--- config.mk ---
export PLATFORM = sky130hd
export DESIGN_NAME = ldr_input_conditioner
export DESIGN_NICKNAME = d
export VERILOG_FILES = /design/src/rtl/ldr_input_conditioner.sv
export SDC_FILE = /design/constraint.sdc
export NUM_CORES = 1
export LEC_CHECK = 0
export CORE_MARGIN = 2
export CORE_UTILIZATION = 50
export DETAILED_ROUTE_END_ITERATION = 8
export GPL_ROUTABILITY_DRIVEN = 0
export MAX_ROUTING_LAYER = met4
export PLACE_DENSITY = 0.72
export SLEW_MARGIN = 20
export SYNTH_ARGS = -nofsm -noshare
export SYNTH_HDL_FRONTEND = slang
export SYNTH_SLANG_ARGS = --single-unit
--- constraint.sdc ---
create_clock -name CLK_IN -period 1.4 [get_ports CLK_IN]
set_input_delay 0.28 -clock CLK_IN [delete_from_list [all_inputs] [get_ports CLK_IN]]
set_output_delay 0.28 -clock CLK_IN [all_outputs]
set_load 0.1 [all_outputs]
--- src/rtl/ldr_input_conditioner.sv ---
// LDR comparator front end: 2-flop synchroniser, sample-tick prescaler and tick-qualified debouncer.
// Optional LDR_RISE/LDR_FALL change pulses are built only when LDR_EDGE_EN is defined.
module ldr_input_conditioner #(
    parameter int unsigned SAMPLE_DIV = 50000,
    parameter int unsigned DEBOUNCE_N = 8
) (
    input  logic CLK_IN,
    input  logic RST,
    input  logic LDR_RAW,
    output logic LDR,
    output logic SAMPLE_TICK,
    output logic LDR_RISE,
    output logic LDR_FALL
);

    localparam int unsigned DIV_W = (SAMPLE_DIV > 1) ? $clog2(SAMPLE_DIV) : 1;
    localparam int unsigned AGR_W = $clog2(DEBOUNCE_N + 1);
    localparam logic [DIV_W-1:0] DIV_LAST = DIV_W'(SAMPLE_DIV - 1);
    localparam logic [AGR_W-1:0] AGR_LAST = AGR_W'(DEBOUNCE_N - 1);

    logic             s1_q, s1_d;
    logic             s2_q, s2_d;
    logic [DIV_W-1:0] div_cnt_q, div_cnt_d;
    logic             tick_q, tick_d;
    logic [AGR_W-1:0] agree_cnt_q, agree_cnt_d;
    logic             ldr_q, ldr_d;

    always_comb begin
        s1_d        = LDR_RAW;
        s2_d        = s1_q;
        tick_d      = (div_cnt_q == DIV_LAST);
        div_cnt_d   = tick_d ? '0 : div_cnt_q + DIV_W'(1);
        agree_cnt_d = agree_cnt_q;
        ldr_d       = ldr_q;
        // agree_cnt == 0 is STABLE, anything else is PENDING a change
        if (tick_q) begin
            if (s2_q == ldr_q) begin
                agree_cnt_d = '0;
            end else if (agree_cnt_q == AGR_LAST) begin
                ldr_d       = s2_q;
                agree_cnt_d = '0;
            end else begin
                agree_cnt_d = agree_cnt_q + AGR_W'(1);
            end
        end
    end

    always_ff @(posedge CLK_IN) begin
        if (RST) begin
            s1_q        <= 1'b0;
            s2_q        <= 1'b0;
            div_cnt_q   <= '0;
            tick_q      <= 1'b0;
            agree_cnt_q <= '0;
            ldr_q       <= 1'b0;
        end else begin
            s1_q        <= s1_d;
            s2_q        <= s2_d;
            div_cnt_q   <= div_cnt_d;
            tick_q      <= tick_d;
            agree_cnt_q <= agree_cnt_d;
            ldr_q       <= ldr_d;
        end
    end

    assign LDR         = ldr_q;
    assign SAMPLE_TICK = tick_q;

`ifdef LDR_EDGE_EN
    logic ldr_prev_q, ldr_prev_d;

    always_comb begin
        ldr_prev_d = ldr_q;
    end

    // Reset clears both registers together, so reset never produces a pulse.
    always_ff @(posedge CLK_IN) begin
        if (RST) begin
            ldr_prev_q <= 1'b0;
        end else begin
            ldr_prev_q <= ldr_prev_d;
        end
    end

    assign LDR_RISE = ldr_q & ~ldr_prev_q;
    assign LDR_FALL = ~ldr_q & ldr_prev_q;
`else
    assign LDR_RISE = 1'b0;
    assign LDR_FALL = 1'b0;
`endif

endmodule
==> impl_metrics.yaml <==
drt:
  drc: 0
  firstDrtPassIters: 4
  wl_mm: 1.91
  post_drt_via_cell_ratio: 5.22
  vias: 820
  drtIter0Drc: 10
  antenna_left: 0
  drt-wirelength-per-cell_um: 12.1
global_route:
  antenna_found_initial: 0
  use_met2_pct: 26.1
  overflow: 0
  grt_util_met3_pct: 3.94
  busiest_layer: "met2"
  grt_use_met1_pct: 23.3
  grt_start_max_net_pins: 15
  grt_usage_pct: 17.5
  grt_pass1_wl_mm: 3.33
  grt_pass1_vias: 799
timing:
  drv_slew: 0
  min_period_ns: 1.35
  period_share_pct: 96.7
  hold_viol_final: 0
  setup_violations: 0
  finClkSkew_ns: 0.00634
  fmaxAchievable_ghz: 0.739
  fin_ws_ns: 0.0467
critical_path:
  startpoint_type: "flip-flop"
  critPathBufInv: 0
  crit_fanout: 4
  critPathArrivalTime_ns: 1.59
  cpMaxStageDelayCell: "dfxtp_2"
  cpPeakStageDelay_ns: 0.36
  critical_path_class: "reg -> reg"
  cp_top_family: "simple AND/OR/NAND/NOR gates"
  critical_path_required_ns: 1.63
  crit_path_end_kind: "flip-flop"
  path_cells: "ha_2 -> nand2_1 -> nor4_2 -> xnor2_1 -> nor2_1"
die:
  die_h_um: 50.0
  num_rows: 16
  core_um2: 1980
  fp.dieW_um: 50.0
  start_util_pct: 53.4
  ios: 7
  die_area_um2: 2500
yosys:
  ys_ff_latch: 24
  yosys_warnings: 0
  ys_seq_area_share_pct: 45.4
  synth_top_cell_area_share_pct: 45.4
  synth.area.top_cells: "dfxtp_1 (45%), xnor2_1 (9.9%), nor2_1 (7.4%)"
  netlist_instances: 114
  synth_edf_count: 0
  synth_area_um2: 1060
  ys.flop_type: "dfxtp_1"
  synth.avg_cell_area_um2: 9.29
  ys_types: 30
  async_flop_share_pct: 0
  post-synth-top-area-cell: "dfxtp_1"
cts:
  cts_tree: "done"
  clk_pin_slew_ns: 0.14
  holdBufCountCts: 0
  cts_root_buf: "clkbuf_4"
  cts-buffers-inserted: 3
  cts.sinks: 24
  clock_latency_ns: 0.33
  ctsLongestPathBuffers: 2
  h-tree-depth: 1
power:
  power_density_nw_per_um2: 947
  power.internal_uw: 1010
  max-vdd-ir-drop_uv: 650
  swShare_pct: 21.4
  power.share.clock_pct: 39.8
  combinationalPowerShare_pct: 5.9
  leakage_uw: 0.000471
  p_seq_share_pct: 54.4
  switchingPower_uw: 274
worst_hold_path:
  hp-class: "reg -> reg"
cells_and_area:
  final_util_pct: 68.2
  fin_nets: 136
  diodes: 0
  drive_gt1_share_pct: 28.5
  area_growth_syn_to_layout_pct: 27.8
place:
  place_ws_ns: 0.0431
  detailed_place_hpwl_mm: 1.34
  port_buffers: 4
job:
  max_cap_violations: 0
run_status:
  outcome: "completed"
==> repair_timing <==
item / in CTS / in global routing
gates resized for setup: 0 / 16
endpoints found under the setup margin: 0 / 16
buffers inserted: 0 / 1
==> path summary, 6_finish.rpt <==
path	start	to	slack (ns)	cells after the start
worst max-delay path	div_cnt_q[0]	div_cnt_q[14]	0.05	5
worst min-delay path	div_cnt_q[0]	div_cnt_q[0]	0.43	1
worst max register to register	div_cnt_q[0]	div_cnt_q[14]	0.05	5
worst min register to register	div_cnt_q[0]	div_cnt_q[0]	0.43	1
==> power groups by stage <==
| stage | sequential, µW | clock [µW] | combinational (µW) |
|---|---|---|---|
| 2_1_floorplan | 711 | 0 | 54.3 |
| 3_3_place_gp | 710 | 0 | 69.2 |
| 3_5_place_dp | 711 | 0 | 71.1 |
| 4_1_cts | 696 | 511 | 71.5 |
| 5_1_grt | 698 | 545 | 83.8 |
| 6_report | 697 | 509 | 75.2 |
==> state kept, by name (all words and copies together) (netlist names) <==
| register | count |
|---|---|
| LDR | 1 |
| div_cnt_q | 16 |
| agree_cnt_q | 4 |
| s2_q | 1 |
| s1_q | 1 |
| SAMPLE_TICK | 1 |
==> cells in the mapped netlist, types with 3 or more instances <==
library cell / n
dfxtp_1: 24
nor2_1: 21
xnor2_1: 12
nand3_1: 6
nand2_1: 5
nor4_1: 5
a21oi_1: 3
buf_4: 3
inv_1: 3
nand2b_1: 3
nand4_1: 3
nor2b_1: 3
nor3_1: 3
==> routing by layer <==
layer  routed length, µm  share of wire, %
met5                   0                 0
met4                  32               1.7
met3                  61               3.2
met2                 909                48
met1                 903                47
==> area by class of cell <==
cell class              instances  area, µm²
fillers                       146        629
multi-input cells              84        611
flip-flops and latches         24        494
repair buffers                 15        150
well taps                      27       33.8
clock inverters                 1       30.0
clock buffers                   3       22.5
inverters                       3       11.3
==> metrics by stage <==
step,std cells,total power (µW),setup TNS [ns],hold WS (ns),area (µm²)
final,157,1280,0,0.425,1350
after global routing,157,1330,-0.101,0.447,1350
after CTS,156,1280,0,0.458,1280
after detailed placement,152,782,0,0.429,1220
after global placement,152,779,0,0.419,1220
after floorplan,115,765,0,0.408,1080
==> kinds of logic (layout without fill, tap and decap cells) <==
family,count (synthesis),after routing,share of synthesized area [%]
AOI/OAI and AO/OA,6,6,3.66
xor gates and xnor gates,15,15,13.1
adders and majority gates,2,2,2.36
buffers and inverters,7,22,3.55
DFF,24,24,45.4
muxes,2,2,2.01
other,1,2,0.354
and+or+nand+nor,57,57,29.6
==> cells in the final DEF, fill, tap and decap left out, types with 2 or more instances in the layout <==
master,count
nor2b_1,3
dfxtp_4,2
nor3_1,3
dfxtp_2,5
nand4_1,3
clkdlybuf4s50_1,2
xnor2_1,12
xor2_1,2
a21oi_1,3
nand4b_1,2
nor2_1,21
nand2_1,5
buf_6,2
nand3_1,6
nand2b_1,3
buf_4,9
conb_1,2
dfxtp_1,17
nor4_2,5
buf_12,2
clkbuf_4,3
inv_1,3
Note: power is estimated with default switching activity, not from simulation.
